===== config.mk =====
export PLATFORM = sky130hd
export DESIGN_NAME = muldiv_seq_flat
export DESIGN_NICKNAME = d
export VERILOG_FILES = /design/src/rtl/muldiv_seq_if.sv /design/src/rtl/muldiv_seq.sv /design/src/flat_wrapper.sv
export SDC_FILE = /design/constraint.sdc
export NUM_CORES = 1
export LEC_CHECK = 0
export CORE_MARGIN = 10
export CORE_UTILIZATION = 55
export DETAILED_ROUTE_END_ITERATION = 12
export PLACE_DENSITY = 0.94
export SLEW_MARGIN = 25
export SYNTH_ARGS = -nofsm -noshare
export SYNTH_HDL_FRONTEND = slang
export SYNTH_SLANG_ARGS = --single-unit

===== constraint.sdc =====
create_clock -name clk -period 6.1 [get_ports clk]
set_clock_uncertainty 0.1 [all_clocks]
set_input_delay 0.61 -clock clk [delete_from_list [all_inputs] [get_ports clk]]
set_output_delay 0.61 -clock clk [all_outputs]
set_load 0.01 [all_outputs]

===== src/rtl/muldiv_seq_if.sv =====
// Core/ALU-facing bundle for the sequential multiply/divide unit.
// The slave modport is the sequencer; master is the core plus ALU side.
interface muldiv_seq_if;
  logic        start;
  logic [1:0]  op;
  logic [31:0] src_a;
  logic [31:0] src_b;
  logic        ready;
  logic        busy;
  logic        done;
  logic [31:0] result;
  logic [3:0]  alu_opcode;
  logic [31:0] alu_op0;
  logic [31:0] alu_op1;
  logic [31:0] alu_result;

  modport slave (
    input  start, op, src_a, src_b, alu_result,
    output ready, busy, done, result, alu_opcode, alu_op0, alu_op1
  );

  modport master (
    output start, op, src_a, src_b, alu_result,
    input  ready, busy, done, result, alu_opcode, alu_op0, alu_op1
  );
endinterface


===== src/rtl/muldiv_seq.sv =====
// Multi-cycle MUL/DIVU/REMU sequencer that borrows the shared ALU for one
// ADD (shift-add multiply) or SUB (restoring divide) per cycle.
module muldiv_seq #(
  parameter int unsigned ITER = 32
) (
  input  logic          clk,
  input  logic          rst,
  muldiv_seq_if.slave   bus
);

  typedef enum logic [1:0] {StIdle, StRun, StDone} state_e;

  localparam logic [3:0] AluAdd  = 4'b0000;
  localparam logic [3:0] AluSub  = 4'b0001;
  localparam logic [1:0] OpMul   = 2'b00;
  localparam logic [1:0] OpDivu  = 2'b01;
  localparam logic [1:0] OpRsvd  = 2'b11;
  localparam logic [5:0] LastCnt = 6'(ITER - 1);

  state_e      state_q, state_d;
  logic [31:0] acc_q, acc_d;
  logic [31:0] mcand_q, mcand_d;  // multiplicand for MUL, divisor for DIVU/REMU
  logic [31:0] mplier_q, mplier_d;
  logic [31:0] rem_q, rem_d;
  logic [31:0] quo_q, quo_d;
  logic [5:0]  cnt_q, cnt_d;
  logic [1:0]  op_q, op_d;
  logic [31:0] result_q, result_d;

  logic [32:0] rs;
  logic        ge;

  always_comb begin
    state_d  = state_q;
    acc_d    = acc_q;
    mcand_d  = mcand_q;
    mplier_d = mplier_q;
    rem_d    = rem_q;
    quo_d    = quo_q;
    cnt_d    = cnt_q;
    op_d     = op_q;
    result_d = result_q;

    bus.alu_opcode = AluAdd;
    bus.alu_op0    = '0;
    bus.alu_op1    = '0;

    rs = {rem_q, quo_q[31]};
    ge = rs[32] | (rs[31:0] >= mcand_q);

    unique case (state_q)
      StIdle: begin
        if (bus.start) begin
          op_d     = bus.op;
          cnt_d    = '0;
          acc_d    = '0;
          mcand_d  = (bus.op == OpMul) ? bus.src_a : bus.src_b;
          mplier_d = bus.src_b;
          rem_d    = '0;
          quo_d    = bus.src_a;
          if (bus.op == OpRsvd) begin
            result_d = '0;
            state_d  = StDone;
          end else if (bus.op != OpMul && bus.src_b == '0) begin
            result_d = (bus.op == OpDivu) ? 32'hFFFF_FFFF : bus.src_a;
            state_d  = StDone;
          end else begin
            state_d = StRun;
          end
        end
      end
      StRun: begin
        if (op_q == OpMul) begin
          bus.alu_op0 = acc_q;
          bus.alu_op1 = mplier_q[0] ? mcand_q : '0;
          acc_d       = bus.alu_result;
          mcand_d     = mcand_q << 1;
          mplier_d    = mplier_q >> 1;
        end else begin
          bus.alu_opcode = AluSub;
          bus.alu_op0    = rs[31:0];
          bus.alu_op1    = mcand_q;
          // When rs[32] is set the true difference still fits in 32 bits.
          rem_d          = ge ? bus.alu_result : rs[31:0];
          quo_d          = {quo_q[30:0], ge};
        end
        if (cnt_q == LastCnt) begin
          state_d = StDone;
          if (op_q == OpMul) begin
            result_d = acc_d;
          end else if (op_q == OpDivu) begin
            result_d = quo_d;
          end else begin
            result_d = rem_d;
          end
        end else begin
          cnt_d = cnt_q + 6'd1;
        end
      end
      StDone: state_d = StIdle;
      default: state_d = StIdle;
    endcase

    bus.ready  = (state_q == StIdle);
    bus.busy   = (state_q == StRun);
    bus.done   = (state_q == StDone);
    bus.result = result_q;
  end

  always_ff @(posedge clk) begin
    if (rst) begin
      state_q  <= StIdle;
      acc_q    <= '0;
      mcand_q  <= '0;
      mplier_q <= '0;
      rem_q    <= '0;
      quo_q    <= '0;
      cnt_q    <= '0;
      op_q     <= '0;
      result_q <= '0;
    end else begin
      state_q  <= state_d;
      acc_q    <= acc_d;
      mcand_q  <= mcand_d;
      mplier_q <= mplier_d;
      rem_q    <= rem_d;
      quo_q    <= quo_d;
      cnt_q    <= cnt_d;
      op_q     <= op_d;
      result_q <= result_d;
    end
  end

endmodule


===== src/flat_wrapper.sv =====
// flat-port wrapper written by rule: the top's interface ports become plain ports
module muldiv_seq_flat 
#(
  parameter int unsigned ITER = 32
)
  (clk, rst, bus_start, bus_op, bus_src_a, bus_src_b, bus_alu_result, bus_ready, bus_busy, bus_done, bus_result, bus_alu_opcode, bus_alu_op0, bus_alu_op1);
  muldiv_seq_if bus_i ();
  input  logic clk;
  input  logic rst;
  input wire logic [$bits(bus_i.start)-1:0] bus_start;
  input wire logic [$bits(bus_i.op)-1:0] bus_op;
  input wire logic [$bits(bus_i.src_a)-1:0] bus_src_a;
  input wire logic [$bits(bus_i.src_b)-1:0] bus_src_b;
  input wire logic [$bits(bus_i.alu_result)-1:0] bus_alu_result;
  output wire logic [$bits(bus_i.ready)-1:0] bus_ready;
  output wire logic [$bits(bus_i.busy)-1:0] bus_busy;
  output wire logic [$bits(bus_i.done)-1:0] bus_done;
  output wire logic [$bits(bus_i.result)-1:0] bus_result;
  output wire logic [$bits(bus_i.alu_opcode)-1:0] bus_alu_opcode;
  output wire logic [$bits(bus_i.alu_op0)-1:0] bus_alu_op0;
  output wire logic [$bits(bus_i.alu_op1)-1:0] bus_alu_op1;
  assign bus_i.start = bus_start;
  assign bus_i.op = bus_op;
  assign bus_i.src_a = bus_src_a;
  assign bus_i.src_b = bus_src_b;
  assign bus_i.alu_result = bus_alu_result;
  assign bus_ready = bus_i.ready;
  assign bus_busy = bus_i.busy;
  assign bus_done = bus_i.done;
  assign bus_result = bus_i.result;
  assign bus_alu_opcode = bus_i.alu_opcode;
  assign bus_alu_op0 = bus_i.alu_op0;
  assign bus_alu_op1 = bus_i.alu_op1;
  muldiv_seq #(.ITER(ITER)) u_core (.clk(clk), .rst(rst), .bus(bus_i));
endmodule

==> reports/qor.txt <==
Max Cap Viol = 0
first-pass GRT wire length = 61.27 mm
Initial DRC Count = 1,476
Crit path required time = 5.39 ns
setup repair bufs after CTS = 0
slew of the pin with the lowest slew margin = 0.8978 ns
DP Area = 12,840 um^2
CP Capture Type = primary output
pin count of the biggest net entering global routing = 94
Post-synth EDFFs = 0
antenna violations before repair = 1
register bit total from synthesis = 202
final net count = 1,662
Async S/R FF share, synth = 0%
HPWL after DPL = 27.42 mm
Syn. warnings = 0
clock-pin slew of the registers on the worst-case setup and hold paths = 0.06 ns
fmax = 0.2396 GHz
Worst Setup Start Kind = register
Avg WL per Cell = 21.90 um
Synth top area share = 37.30%
Final min period = 4.174 ns
setup TNS = 0 ns
Hold WS = 0.3546 ns
Synth Cell Area = 10,840 um^2
IO Count = 204
Setup-failing EPs final = 0
vias in the first global route = 10,811
num rows = 51
cts hold-fix bufs = 0
Synth Instances = 1,409
PwrDens = 262.5 nW/um^2
Worst EP arrival = 3.46 ns
Synth area leaders = dfxtp_1 (37%), nand2_1 (9.1%), mux2i_1 (5.9%)
Tot GR Track Use = 28.78%
CTS tree = built
Post-synth top cells = nand2_1 (263), dfxtp_1 (202), clkbuf_1 (114), o21ai_0 (96), nor2_1 (88)
RSZ-0062 raised after global routing = no
critical path peak fanout = 67
area delta synth->final = 24.78%
Rel. slew slack = 39.95%
area of the core = 19,400 um^2
Synth area leader = dfxtp_1
DR pass1 iterations = 6
Mean Syn Cell Area = 7.694 um^2
Worst VDD drop = 201.3 uV
Final Hold Viols = 0
multi-input logic area = 6170 um^2
Setup CP Type = register to primary output
# clock sinks = 202
routed via count = 11,619
H-tree levels = 1
Port Buffers = 200
Worst Hold Class = register to register
vias per cell = 6.426
Inserted Clock Buffers = 22
Static Leak = 5.022 nW
count leader, synth = nand2_1
DRT Wirelength = 39.60 mm
final worst setup slack = 1.926 ns
Setup WS pre-CTS = 2.433 ns
die area = 25,730 um^2
Layout Utilization = 69.73%
run status = completed
Distinct cells, synth = 53
post-cts resize count = 0
Non-Filler Instances = 1,808
die width = 160.4 um
Seq/Total Area, Yosys = 37.30%
ys flop type = dfxtp_1
clk_lat worst skew = 0.52 ns
Routed Antenna Nets = 0
Power Total = 3.551 mW
initial core utilization = 55.88%
die height = 160.4 um
Final Max Slew Viols = 0
fill count = 1,534
Max Root-Sink Buffers = 3
share of cells above drive strength 1 = 4.799%
clk root buf = clkbuf_16
Finished Cell Area = 13,530 um^2
FF/Latch Area = 4045 um^2
final worst-path cycle share = 68.42%
grt total ovfl = 0
GP Congestion = 0.9827
placed cells = 1,768
drt drc = 0
[state kept, by name (all words and copies together), names as in the netlist]
name and flops:
u_core.quo_q 32, u_core.op_q 2, u_core.cnt_q 6, u_core.acc_q 32, u_core.state_q 2, u_core.mcand_q 32
u_core.rem_q 32, u_core.bus.result 32, u_core.mplier_q 32
[power breakdown]
| part | internal [mW] | switching [mW] |
|---|---|---|
| combinational | 0.311 | 0.504 |
| sequential | 1.43 | 0.0796 |
| clock | 0.692 | 0.538 |
| total | 2.43 | 1.12 |
[cell families after synthesis]
family                     share of synthesized area (%)
AOI/OAI and AO/OA                                  26.66
xor gates and xnor gates                          0.2424
and+or+nand+nor                                    19.53
other                                            0.03459
DFF                                                37.30
buffers and inverters                              6.417
adders and majority gates                          3.901
muxes                                              5.909
[placed cells by master (no fill, tap or decap), drive strengths merged, types with 38 or more instances in the layout]
| cell | synthesis | routed |
|---|---|---|
| nor3 | 41 | 41 |
| nand2 | 263 | 263 |
| a311oi | 63 | 63 |
| a21oi | 78 | 78 |
| dfxtp | 202 | 202 |
| nand3 | 38 | 38 |
| nor2 | 88 | 88 |
| mux2i | 64 | 64 |
| clkdlybuf4s50 | 0 | 198 |
| o21ai | 162 | 162 |
| a22oi | 63 | 63 |
[critical path, cell delays in order (launching register included)]
cell and delay (ns):
dfxtp_2 0.31, buf_4 0.55, or2_1 0.68, nor2_2 0.22, buf_4 0.29, nor3_1 0.23, clkdlybuf4s50_1 0.63
[final cells by class]
class | count | area share (%)
clock buffers | 32 | 4.495
clock inverters | 6 | 0.3237
repair buffers | 224 | 16.22
inverters | 35 | 0.9712
flip-flops and latches | 202 | 29.90
well taps | 265 | 2.451
multi-input cells | 1043 | 45.61
diodes | 1 | 0.01850
[per-layer routing]
metal / global-route usage [%] / up-vias / routed length (um)
met1: 37.86 / 5391 / 15600
met2: 44.22 / 797 / 17470
li1: - / 5294 / -
met3: 7.157 / 137 / 4811
met4: 11.52 / 0 / 1718
met5: 0 / - / 0
[path summary, 6_finish.rpt]
check,from,to,slack [ns],cells after the start
setup / recovery,u_core.op_q[0]$_SDFFE_PP0P_,bus_alu_op1[20],1.93,6
hold / removal,u_core.mcand_q[31]$_SDFFE_PP0P_,u_core.mcand_q[31]$_SDFFE_PP0P_,0.35,2
setup reg to reg,u_core.quo_q[31]$_SDFFE_PP0P_,u_core.bus.result[19]$_SDFFE_PP0P_,2.29,10
hold reg to reg,u_core.mcand_q[31]$_SDFFE_PP0P_,u_core.mcand_q[31]$_SDFFE_PP0P_,0.35,2
Power figures use the tool's default switching activity.
